$ cat src/rtl/ccc_pkg.sv
`default_nettype none
// ============================================================================
// Module : ccc_pkg
// Brief  : Shared types and helpers for the CCC clock-enable generator.
// Rev    : 1.0
// ============================================================================
package ccc_pkg;

  typedef enum logic [1:0] {
    ST_UNLOCKED = 2'd0,
    ST_QUALIFY  = 2'd1,
    ST_LOCKED   = 2'd2
  } lock_state_e;

  localparam int SYNC_DEPTH = 2;

  // LSB of channel ch inside the packed divide-ratio bus
  function automatic int div_lsb(input int ch, input int width);
    return ch * width;
  endfunction

endpackage
`default_nettype wire

$ cat src/rtl/ccc_clken_ch.sv
`default_nettype none
// ============================================================================
// Module : ccc_clken_ch
// Brief  : One clock-enable channel: divide counter, shadow/active ratio, CE.
// Rev    : 1.0
// ============================================================================
module ccc_clken_ch #(
  parameter int DIV_W    = 16,
  parameter int DIV_INIT = 1
) (
  input  logic             clk,
  input  logic             rst_n,
  input  logic             i_run,
  input  logic             i_ch_en,
  input  logic [DIV_W-1:0] i_div,
  input  logic             i_div_load,
  output logic             o_ce
);

  localparam logic [DIV_W-1:0] RATIO_RST = DIV_W'(DIV_INIT);

  logic [DIV_W-1:0] cnt_q, cnt_d;
  logic [DIV_W-1:0] active_q, active_d;
  logic [DIV_W-1:0] shadow_q, shadow_d;
  logic [DIV_W-1:0] div_last;
  logic             ce_q, ce_d;
  logic             run;
  logic             wrap;

  always_comb begin
    run      = i_run & i_ch_en;
    // ratios 0 and 1 both wrap every cycle
    div_last = (active_q == '0) ? '0 : active_q - DIV_W'(1);
    wrap     = (cnt_q == div_last);
    shadow_d = i_div_load ? i_div : shadow_q;
    cnt_d    = '0;
    ce_d     = 1'b0;
    active_d = shadow_q;
    if (run) begin
      ce_d     = wrap;
      cnt_d    = wrap ? '0 : cnt_q + DIV_W'(1);
      // a running channel only adopts a new ratio on a period boundary
      active_d = wrap ? shadow_q : active_q;
    end
  end

  always_ff @(posedge clk or negedge rst_n) begin
    if (!rst_n) begin
      cnt_q    <= '0;
      active_q <= RATIO_RST;
      shadow_q <= RATIO_RST;
      ce_q     <= 1'b0;
    end else begin
      cnt_q    <= cnt_d;
      active_q <= active_d;
      shadow_q <= shadow_d;
      ce_q     <= ce_d;
    end
  end

  assign o_ce = ce_q;

endmodule
`default_nettype wire

$ cat src/rtl/ccc_clken_gen.sv
`default_nettype none
// ============================================================================
// Module : ccc_clken_gen
// Brief  : PLL lock qualifier, downstream reset and phase-aligned clock enables.
// Rev    : 1.0
// ============================================================================
module ccc_clken_gen #(
  parameter int NUM_CH    = 2,
  parameter int DIV_W     = 16,
  parameter int LOCK_FILT = 64,
  parameter int DIV_INIT  = 1
) (
  input  logic                    CLK0,
  input  logic                    RESET_N,
  input  logic                    LOCK_IN,
  input  logic [NUM_CH*DIV_W-1:0] DIV,
  input  logic                    DIV_LOAD,
  input  logic [NUM_CH-1:0]       CH_EN,
  output logic                    LOCK,
  output logic                    RESET_OUT_N,
  output logic [NUM_CH-1:0]       CE
);

  import ccc_pkg::*;

  localparam int                FILT_W    = (LOCK_FILT > 1) ? $clog2(LOCK_FILT) : 1;
  localparam logic [FILT_W-1:0] FILT_LAST = FILT_W'(LOCK_FILT - 1);

  logic [SYNC_DEPTH-1:0] sync_q, sync_d;
  lock_state_e           state_q, state_d;
  logic [FILT_W-1:0]     filt_q, filt_d;
  logic                  lock_q, lock_d;
  logic                  rst_out_q, rst_out_d;
  logic                  lock_s;
  logic                  run_all;

  assign lock_s = sync_q[SYNC_DEPTH-1];

  always_comb begin
    sync_d    = {sync_q[SYNC_DEPTH-2:0], LOCK_IN};
    state_d   = state_q;
    filt_d    = '0;
    case (state_q)
      ST_UNLOCKED: begin
        if (lock_s) state_d = ST_QUALIFY;
      end
      ST_QUALIFY: begin
        if (!lock_s)                 state_d = ST_UNLOCKED;
        else if (filt_q == FILT_LAST) state_d = ST_LOCKED;
        else                         filt_d  = filt_q + FILT_W'(1);
      end
      ST_LOCKED: begin
        if (!lock_s) state_d = ST_UNLOCKED;
      end
      default: state_d = ST_UNLOCKED;
    endcase
    lock_d    = (state_q == ST_LOCKED);
    rst_out_d = lock_q;
    // lock_d is next cycle's LOCK: channels stop on the edge LOCK falls
    run_all   = lock_q & lock_d;
  end

  always_ff @(posedge CLK0 or negedge RESET_N) begin
    if (!RESET_N) begin
      sync_q    <= '0;
      state_q   <= ST_UNLOCKED;
      filt_q    <= '0;
      lock_q    <= 1'b0;
      rst_out_q <= 1'b0;
    end else begin
      sync_q    <= sync_d;
      state_q   <= state_d;
      filt_q    <= filt_d;
      lock_q    <= lock_d;
      rst_out_q <= rst_out_d;
    end
  end

  assign LOCK        = lock_q;
  assign RESET_OUT_N = rst_out_q;

  for (genvar g = 0; g < NUM_CH; g++) begin : g_ch
    ccc_clken_ch #(
      .DIV_W    (DIV_W),
      .DIV_INIT (DIV_INIT)
    ) u_ch (
      .clk        (CLK0),
      .rst_n      (RESET_N),
      .i_run      (run_all),
      .i_ch_en    (CH_EN[g]),
      .i_div      (DIV[div_lsb(g, DIV_W) +: DIV_W]),
      .i_div_load (DIV_LOAD),
      .o_ce       (CE[g])
    );
  end

endmodule
`default_nettype wire
$ cat config.mk
export PLATFORM = sky130hd
export DESIGN_NAME = ccc_clken_gen
export DESIGN_NICKNAME = d
export VERILOG_FILES = /design/src/rtl/ccc_pkg.sv /design/src/rtl/ccc_clken_ch.sv /design/src/rtl/ccc_clken_gen.sv
export SDC_FILE = /design/constraint.sdc
export NUM_CORES = 1
export LEC_CHECK = 0
export BUFFER_PORTS_ARGS = -buffer_cell sky130_fd_sc_hd__buf_2
export CORE_MARGIN = 3
export CORE_UTILIZATION = 43
export DETAILED_ROUTE_END_ITERATION = 8
export PLACE_DENSITY = 0.6
export SKIP_CTS_REPAIR_TIMING = 1
export SKIP_LAST_GASP = 1
export SYNTH_ARGS = -nofsm -noshare
export SYNTH_HDL_FRONTEND = slang
export SYNTH_SLANG_ARGS = --single-unit
export TNS_END_PERCENT = 20
$ cat constraint.sdc
create_clock -name CLK0 -period 3.75 [get_ports CLK0]
set_input_delay 0.9375 -clock CLK0 [delete_from_list [all_inputs] [get_ports CLK0]]
set_output_delay 0.9375 -clock CLK0 [all_outputs]
set_load 0.01 [all_outputs]
==> results.json, run 1 <==
{
  "yosysSeqAreaShare": 0.459,
  "vias": 4303,
  "gr-usage-met1": 0.218,
  "layout.nets": 654,
  "synth_fp_nets": 603,
  "yosys.area.top_type": "dfrtp_1",
  "grt_pass1_wl_mm": 21.7,
  "drt-initial-drc-count": 207,
  "hp-class": "reg2reg",
  "synth-main-ff-cell": "dfrtp_1",
  "ant_nets": 0,
  "row_count": 42,
  "skew_ns": 0.0160,
  "grt_usage": 0.170,
  "h-tree-depth": 3,
  "insertion_delay_ns": 0.37,
  "status": "finished, final reports clean",
  "die_y_um": 124,
  "startpoint_type": "flip-flop",
  "crit_chain": "or4_1 -> or4_4 -> or4_4 -> and2_4 -> xnor2_1 -> o311a_1 -> o41ai_4 -> buf_4 -> buf_4 -> mux2_1",
  "drcViolationCount": 0,
  "core-area_um2": 13500,
  "synth_top_area_frac": 0.441,
  "maxSlewViolCount": 0,
  "clock.fmax_mhz": 276,
  "num_antenna_cells": 0,
  "wl_per_cell_um": 15.9,
  "fin_util": 0.515,
  "synth_area_per_cell_um2": 10.7,
  "netlist_instances": 560,
  "worst_pin_slew_ns": 0.746,
  "die_w_um": 124,
  "internal-power_w": 0.00208,
  "required_ns": 4.00,
  "vias_per_cell": 5.43,
  "power_density_nw_per_um2": 398,
  "fin_setup_tns_ns": 0,
  "drt-total-wl_mm": 12.6,
  "synth-edff-count": 0,
  "gr-usage-met3": 0.0485,
  "grt_use_met2": 0.273,
  "drive_gt1_frac": 0.239,
  "grt_max_degree": 59,
  "path_clk_slew_ns": 0.07,
  "cts_root_buffer": "clkbuf_16",
  "fp.dieArea_um2": 15400,
  "hold_violations": 0,
  "area_growth_pct": 15.2,
  "place.port_buffers": 41,
  "antenna_found_initial": 0,
  "final-setup-viol-count": 0,
  "max_stage_delay_ns": 0.56,
  "place_congestion": 0.852,
  "clockBufferDepth": 2,
  "netlist_area_um2": 6010,
  "power_switching_w": 0.000671,
  "vdd_drop_max_uv": 282,
  "initial_core_util": 0.447,
  "place_hpwl_mm": 9.06,
  "drv_cap": 0,
  "switching_share": 0.244,
  "finalCritPeriodShare": 0.967,
  "cp_slowest_cell": "or4_1",
  "async_reset_ff_frac": 1.00,
  "pwr-share-comb": 0.110,
  "top_usage_layer": "met2",
  "dr.pass1.iters": 5,
  "fillers": 1229,
  "period_minus_slack_ns": 3.63,
  "cts_buffers": 9,
  "overflow": 0,
  "seqPwrFrac": 0.485,
  "whs_ns": 0.360,
  "critPathMaxFanout": 5,
  "critPathKind": "reg2reg",
  "grt_pass1_vias": 4443,
  "cts_sinks": 110,
  "cp.arrival_ns": 3.87,
  "clockPowerShare": 0.405,
  "p_leak_nw": 2.89,
  "ys_types": 69,
  "worstSetupEndpointType": "flip-flop",
  "grt_setup_unrepaired": "false",
  "yosys-top-cells-area": "dfrtp_1 44%, mux2_2 6.7%, mux2_1 5.4%, xnor2_1 5.1%, xor2_1 3.9%",
  "synth_warnings": 0,
  "cts_tree": "yes",
  "yosys_register_bits": 110,
  "relSlewSlack": 0.502,
  "pin_count": 42
}
[per-stage QoR]
stage | instances | setup WS [ns] | area (um2) | power [W]
global placement | 768 | 0.176 | 6480 | 0.00164
global route | 792 | 0.0110 | 6920 | 0.00290
detailed placement | 768 | 0.117 | 6480 | 0.00166
floorplan | 560 | 0.0451 | 6010 | 0.00154
CTS | 784 | 0.0840 | 6830 | 0.00279
finish | 792 | 0.125 | 6920 | 0.00275
[layer usage]
metal | share of wire | wire [um]
met5 | 0 | 0
met4 | 0.026 | 323
met3 | 0.044 | 561
met2 | 0.48 | 6050
met1 | 0.45 | 5690
[path summary, 6_finish.rpt]
kind | startpoint | end | slack (ns) | cells after the start
min in group asynchronous | RESET_N | g_ch[0].u_ch.active_q[13] | 0.63 | 1
worst min register to register | sync_q[0] | sync_q[1] | 0.36 | 0
worst min-delay path | sync_q[0] | sync_q[1] | 0.36 | 0
worst max-delay path | g_ch[0].u_ch.active_q[2] | g_ch[0].u_ch.active_q[1] | 0.12 | 10
worst max register to register | g_ch[0].u_ch.active_q[2] | g_ch[0].u_ch.active_q[1] | 0.12 | 10
max in group asynchronous | RESET_N | g_ch[1].u_ch.active_q[0] | 2.35 | 2
[sequential cells by signal (all words and copies together), names as in the netlist]
name / flops
state_q: 2
g_ch.u_ch.cnt_q: 32
RESET_OUT_N: 1
filt_q: 6
LOCK: 1
g_ch.u_ch.shadow_q: 32
g_ch.u_ch.o_ce: 2
sync_q: 2
g_ch.u_ch.active_q: 32
[Yosys cell counts, types with 8 or more instances]
| master | n |
|---|---|
| nand2_1 | 22 |
| or4_1 | 8 |
| a21oi_1 | 12 |
| nand3_1 | 28 |
| mux2_2 | 36 |
| and2_1 | 19 |
| xnor2_1 | 35 |
| inv_1 | 10 |
| xor2_1 | 27 |
| nor4_1 | 9 |
| nor2_1 | 46 |
| mux2_1 | 29 |
| clkbuf_1 | 22 |
| and3_1 | 12 |
| nor3_1 | 16 |
| dfrtp_1 | 106 |
[layout make-up]
class                   count  area, um2  share of cell area
multi-input cells         405       3080               0.445
clock buffers              10        229              0.0331
well taps                 176        220              0.0318
clock inverters             6        118              0.0170
flip-flops and latches    110       2760               0.399
repair buffers             75        477              0.0689
inverters                  10       37.5             0.00542
[cell usage in the layout, fill, tap and decap left out, drive strengths merged, types with 3 or more instances in the layout]
cell type  synthesis  final
o21a               4      4
mux2              65     65
ha                 5      5
or3                6      6
nand4              7      7
nor4               9      9
bufinv             0      3
and2              19     19
dfstp              4      4
o32ai              4      4
xnor2             35     35
o21ai              8      8
nor3              16     16
buf               13     75
clkbuf            22     10
xor2              27     27
inv               10     12
or4                9      9
xnor3              4      4
a21oi             12     12
nor2              46     46
nand2b             7      7
nand3             28     28
and3              12     12
nor4b              3      3
o31ai              5      5
dfrtp            106    106
nor2b              4      4
or2                5      5
a211oi             4      4
nand2             22     22
o211ai             3      3
[power groups by stage]
stage	Sequential, W	Clock, W	Combinational (W)
3_3_place_gp	0.00135	0	0.000290
3_5_place_dp	0.00136	0	0.000298
2_1_floorplan	0.00132	0	0.000215
6_report	0.00134	0.00111	0.000303
5_1_grt	0.00135	0.00120	0.000340
4_1_cts	0.00134	0.00115	0.000301
[worst max-delay path: cells and delay by family, from the launching register on]
family | cells | cell delay [ns]
XOR/XNOR | 1 | 0.12
flip-flops | 1 | 0.43
AO/OA/AOI/OAI | 2 | 0.70
AND/OR/NAND/NOR | 4 | 1.62
buffers and inverters | 2 | 0.32
multiplexers | 1 | 0.32
[kinds of logic (layout without fill, tap and decap cells)]
group,count (synthesis),in the layout,share of synthesized area
xor+xnor,67,67,0.109
buf+inv,45,101,0.0346
fa+ha+maj,5,5,0.0104
flops,110,110,0.459
simple gates,207,207,0.189
mux,66,66,0.123
compound gates,60,60,0.0749
No activity file was read; power rests on OpenSTA's default activity.
==> run 2, diff against run 1 <==
- CORE_MARGIN: 3 -> not set
- CTS_BUF_LIST: not set -> sky130_fd_sc_hd__clkbuf_16
- PLACE_DENSITY: 0.6 -> 0.59
==> run 2 against run 1 <==
  * Final cell count is 0.88% lower
  * Utilization decreased by 0.47 points
  * Critical path type unchanged
  * Register-to-register slack about the same
  * Clock skew is 0.0066 ns lower
  * Count of clock-buffer cells in the layout decreased by 1
  * First-iteration DRC count increased by 35%
  * Critical path depth unchanged
  * Non-clock buffer count is 7 lower
  * Clock power down 9%
  * Power fell by 3.4%
  * Global-route usage is 1.4 points higher
==> results.json, run 2 (synthesis results as in run 1) <==
{
  "place.port_buffers": 41,
  "startpoint_type": "flip-flop",
  "final_cell_mix": "104 x dfrtp_1, 46 x nor2_1, 40 x buf_2, 36 x mux2_2, 35 x xnor2_1",
  "skew_ns": 0.00941,
  "worst_pin_slew_ns": 0.771,
  "pin_count": 42,
  "critPathMaxFanout": 7,
  "hold_violations": 0,
  "grt_usage": 0.184,
  "vdd_drop_max_uv": 297,
  "r2r-start": "g_ch[0].u_ch.active_q[8]",
  "worstSetupEndpointType": "flip-flop",
  "fin_cells": 785,
  "drive_gt1_frac": 0.230,
  "fp.dieArea_um2": 14500,
  "cts_buffers": 9,
  "dp.cells": 766,
  "holdPathStages": 0,
  "critPathKind": "reg2reg",
  "layout.nets": 647,
  "period_minus_slack_ns": 3.62,
  "max_stage_delay_ns": 0.60,
  "wl_per_cell_um": 15.8,
  "die_w_um": 120,
  "finalCritPeriodShare": 0.965,
  "path_clk_slew_ns": 0.07,
  "cts_tree": "yes",
  "ff2ff_path_depth": 10,
  "vias": 4324,
  "final-setup-viol-count": 0,
  "fin_setup_tns_ns": 0,
  "r2r_slack_ns": 0.13,
  "cp.arrival_ns": 3.84,
  "crit_chain": "or4_4 -> buf_4 -> or4_4 -> a21oi_1 -> a41oi_1 -> a2111oi_2 -> nand3_1 -> o41ai_4 -> buf_4 -> mux2_1",
  "drcViolationCount": 0,
  "status": "finished, final reports clean",
  "place_hpwl_mm": 8.98,
  "grt_pass1_vias": 4329,
  "clock.fmax_mhz": 276,
  "maxSlewViolCount": 0,
  "core-area_um2": 13500,
  "cts_root_buffer": "clkbuf_16",
  "relSlewSlack": 0.486,
  "num_antenna_cells": 0,
  "h-tree-depth": 3,
  "power_density_nw_per_um2": 388,
  "ant_nets": 0,
  "drt-initial-drc-count": 280,
  "vias_per_cell": 5.51,
  "place_congestion": 0.837,
  "hp-start": "sync_q[0]",
  "die_y_um": 120,
  "insertion_delay_ns": 0.35,
  "reg_top3": "g_ch.u_ch.active_q: 32 flops, g_ch.u_ch.cnt_q: 32 flops, g_ch.u_ch.shadow_q: 32 flops",
  "clockBufferDepth": 2,
  "final_common_cell": "dfrtp_1",
  "drv_cap": 0,
  "required_ns": 3.97,
  "hp-class": "reg2reg",
  "row_count": 42,
  "cts_sinks": 110,
  "holdPathEnd": "sync_q[1]",
  "grt_pass1_wl_mm": 21.0,
  "initial_core_util": 0.447,
  "area_growth_pct": 14.1,
  "grt_max_degree": 57,
  "fillers": 1234,
  "dr.pass1.iters": 4,
  "cp_slowest_cell": "or4_4",
  "antenna_found_initial": 0,
  "overflow": 0,
  "drt-total-wl_mm": 12.4,
  "rr_endpoint": "g_ch[0].u_ch.active_q[12]",
  "p_leak_nw": 2.86,
  "whs_ns": 0.367
}
-- run 2: cell count changes in the layout (fill, tap and decap cells not counted), sizes merged --
| cell | delta |
|---|---|
| buf | -7 |
| bufinv | -1 |
| inv | +1 |
| clkbuf | -1 |
| clkinvlp | +1 |
-- run 2: area by class of cell --
| cell class | count | area, um2 | area share |
|---|---|---|---|
| multi-input combinational | 405 | 3080 | 0.448 |
| sequential | 110 | 2760 | 0.402 |
| timing repair buffer | 68 | 448 | 0.0653 |
| clock buffer | 9 | 225 | 0.0328 |
| tap | 176 | 220 | 0.0321 |
| clock inverter | 7 | 91.3 | 0.0133 |
| inverter | 10 | 37.5 | 0.00547 |
-- run 2: per-layer routing --
metal	up-vias	wire, um	global-route usage
met3	18	579	0.0406
met1	2132	5530	0.238
met4	0	272	0.0702
met2	97	6000	0.301
li1	2077	-	-
met5	-	0	0
-- run 2: stage by stage --
| stage | instance area, um2 | setup slack [ns] | utilization | total power, W |
|---|---|---|---|---|
| final | 6860 | 0.131 | 0.510 | 0.00266 |
| after global routing | 6860 | -0.0163 | 0.510 | 0.00278 |
| after CTS | 6810 | 0.0836 | 0.506 | 0.00269 |
| after detailed placement | 6490 | 0.106 | 0.482 | 0.00166 |
| after global placement | 6490 | 0.203 | 0.482 | 0.00165 |
| after floorplan | 6010 | 0.0451 | - | 0.00154 |
-- run 2: worst max path at each step --
stage                                        start                         to  slack (ns)  cells past startpoint
final                     g_ch[0].u_ch.active_q[8]  g_ch[0].u_ch.active_q[12]        0.13                     10
after global placement    g_ch[0].u_ch.active_q[1]   g_ch[0].u_ch.active_q[1]        0.20                     11
after global routing      g_ch[0].u_ch.active_q[7]  g_ch[0].u_ch.active_q[12]       -0.02                     10
after CTS                 g_ch[0].u_ch.active_q[1]  g_ch[0].u_ch.active_q[15]        0.08                     11
after floorplan           g_ch[0].u_ch.active_q[7]  g_ch[0].u_ch.active_q[10]        0.05                     10
after detailed placement  g_ch[0].u_ch.active_q[1]  g_ch[0].u_ch.active_q[12]        0.11                     11
-- run 2: worst max-delay path, delay by kind of cell (launching register included) --
kind / cells / cell delay (ns)
AO/OA/AOI/OAI: 4 / 1.09
buffers and inverters: 2 / 0.38
flip-flops: 1 / 0.44
multiplexers: 1 / 0.32
AND/OR/NAND/NOR: 3 / 1.28
-- run 2: power by group --
group	switching, W	total, W	leakage [nW]	internal (W)
Sequential	0.0000709	0.00133	1.38	0.00126
Combinational	0.000150	0.000313	1.33	0.000163
Clock	0.000430	0.00101	0.155	0.000583
Total	0.000650	0.00266	2.86	0.00201
==> run 3, diff against run 2 <==
- CELL_PAD_IN_SITES_DETAIL_PLACEMENT: not set -> 0
- CELL_PAD_IN_SITES_GLOBAL_PLACEMENT: not set -> 2
- CORE_UTILIZATION: 43 -> 36
- PLACE_DENSITY: 0.59 -> 0.72
- clock period: 3.75 -> 3.05 ns (I/O delays scaled with it)
==> run 3 against run 2 <==
  * The run now ends with negative setup slack left
  * Count of clock-buffer cells in the layout unchanged
  * Combinational power up 55%
  * Power up 22%
  * Die area up 19%
  * Critical path depth unchanged
  * Fmax up 0.97%
  * Highest routed layer unchanged
  * Setup slack worse by 0.67 ns
==> results.json, run 3 (synthesis results as in run 1) <==
{
  "grt_usage": 0.167,
  "pin_count": 42,
  "dr.pass1.iters": 4,
  "placed_cell_area_um2": 6920,
  "critPathMaxFanout": 8,
  "grt_setup_unrepaired": "true",
  "path_clk_slew_ns": 0.07,
  "grt_max_degree": 111,
  "endpoint": "g_ch[0].u_ch.active_q[12]",
  "area_growth_pct": 21.1,
  "path_buf_inv": 2,
  "drt-total-wl_mm": 13.5,
  "startpoint_type": "flip-flop",
  "cts_buffers": 9,
  "final-setup-viol-count": 64,
  "cts_tree": "yes",
  "overflow": 0,
  "vias": 4427,
  "cts_root_buffer": "clkbuf_16",
  "place_hpwl_mm": 9.99,
  "antenna_found_initial": 0,
  "ant_nets": 0,
  "setup_ws_ns": -0.534,
  "finalCritPeriodShare": 1.18,
  "violations": "negative setup slack",
  "grt_pass1_wl_mm": 22.8,
  "crit_chain": "or4_4 -> or4_4 -> or4_4 -> and2_4 -> xnor2_1 -> o311a_1 -> o41ai_4 -> buf_4 -> clkbuf_16 -> mux2_4",
  "drive_gt1_frac": 0.297,
  "core-area_um2": 16100,
  "r2r_slack_ns": -0.53,
  "final_cell_mix": "106 x dfrtp_1, 76 x buf_4, 46 x nor2_1, 40 x buf_2, 36 x mux2_2",
  "initial_core_util": 0.373,
  "layout.nets": 698,
  "max_stage_delay_ns": 0.54,
  "hold_violations": 0,
  "h-tree-depth": 3,
  "final_common_cell": "dfrtp_1",
  "critPathKind": "reg2reg",
  "reg_top3": "g_ch.u_ch.active_q: 32 flops, g_ch.u_ch.cnt_q: 32 flops, g_ch.u_ch.shadow_q: 32 flops",
  "drcViolationCount": 0,
  "clock.fmax_mhz": 279,
  "r2r-start": "g_ch[0].u_ch.active_q[7]",
  "p_leak_nw": 3.12,
  "crit_start": "g_ch[0].u_ch.active_q[7]",
  "die_y_um": 131,
  "relSlewSlack": 0.456,
  "clockBufferDepth": 2,
  "insertion_delay_ns": 0.36,
  "cts_sinks": 110,
  "path_delay_family": "simple AND/OR/NAND/NOR gates",
  "hp-class": "reg2reg",
  "finalInstanceArea_um2": 7280,
  "place_congestion": 0.828,
  "required_ns": 3.29,
  "die_w_um": 131,
  "maxSlewViolCount": 0,
  "hp-start": "sync_q[0]",
  "period_minus_slack_ns": 3.58,
  "grt_pass1_vias": 4463,
  "power_density_nw_per_um2": 445,
  "status": "complete, but fails checks",
  "worst_pin_slew_ns": 0.816,
  "wl_per_cell_um": 15.4,
  "skew_ns": 0.0132,
  "fp.dieArea_um2": 17200,
  "cp_slowest_cell": "or4_4",
  "cp.arrival_ns": 3.82,
  "num_antenna_cells": 0,
  "crit_top_cell": "or4_4",
  "ff2ff_path_depth": 10,
  "vdd_drop_max_uv": 290,
  "worstSetupEndpointType": "flip-flop",
  "finalPower_w": 0.00324,
  "vias_per_cell": 5.05,
  "path_depth": 10,
  "drv_cap": 0,
  "fin_setup_tns_ns": -23.77,
  "drt-initial-drc-count": 226,
  "place.port_buffers": 41,
  "rr_endpoint": "g_ch[0].u_ch.active_q[12]",
  "row_count": 46
}
==> run 3: worst min-delay path by stage <==
| stage | endpoint | slack, ns | cells past startpoint |
|---|---|---|---|
| floorplan | sync_q[1] | 0.33 | 0 |
| global placement | sync_q[1] | 0.34 | 0 |
| detailed placement | sync_q[1] | 0.35 | 0 |
| CTS | sync_q[1] | 0.37 | 0 |
| global route | sync_q[1] | 0.38 | 0 |
| finish | sync_q[1] | 0.37 | 0 |
==> run 3: layer usage <==
| metal | global-route usage | vias up | part of all wire | wire length [um] |
|---|---|---|---|---|
| met3 | 0.0363 | 17 | 0.031 | 422 |
| met5 | 0 | - | 0 | 0 |
| met1 | 0.222 | 2158 | 0.49 | 6640 |
| met4 | 0.0516 | 0 | 0.013 | 176 |
| met2 | 0.271 | 66 | 0.46 | 6290 |
| li1 | - | 2186 | - | - |
==> run 3: area by class of cell <==
type	count	area, um2
Clock buffer	9	225
Clock inverter	7	56.3
Fill cell	1568	8840
Inverter	10	37.5
Multi-Input combinational cell	405	3090
Sequential cell	110	2760
Tap cell	216	270
Timing Repair Buffer	119	836
==> run 3: through the flow <==
stage | setup WS, ns | hold slack (ns) | util | std cells
3_3_place_gp | -0.441 | 0.341 | 0.430 | 856
2_1_floorplan | -0.603 | 0.331 | - | 560
3_5_place_dp | -0.498 | 0.350 | 0.430 | 856
5_1_grt | -0.656 | 0.383 | 0.452 | 876
4_1_cts | -0.524 | 0.367 | 0.447 | 872
6_report | -0.534 | 0.367 | 0.452 | 876
==> run 3: report_power, final <==
| group | leakage, nW | internal, W | switching (W) | total [W] |
|---|---|---|---|---|
| logic | 1.61 | 0.000260 | 0.000225 | 0.000485 |
| clock network | 0.136 | 0.000566 | 0.000572 | 0.00114 |
| registers | 1.38 | 0.00155 | 0.0000621 | 0.00161 |
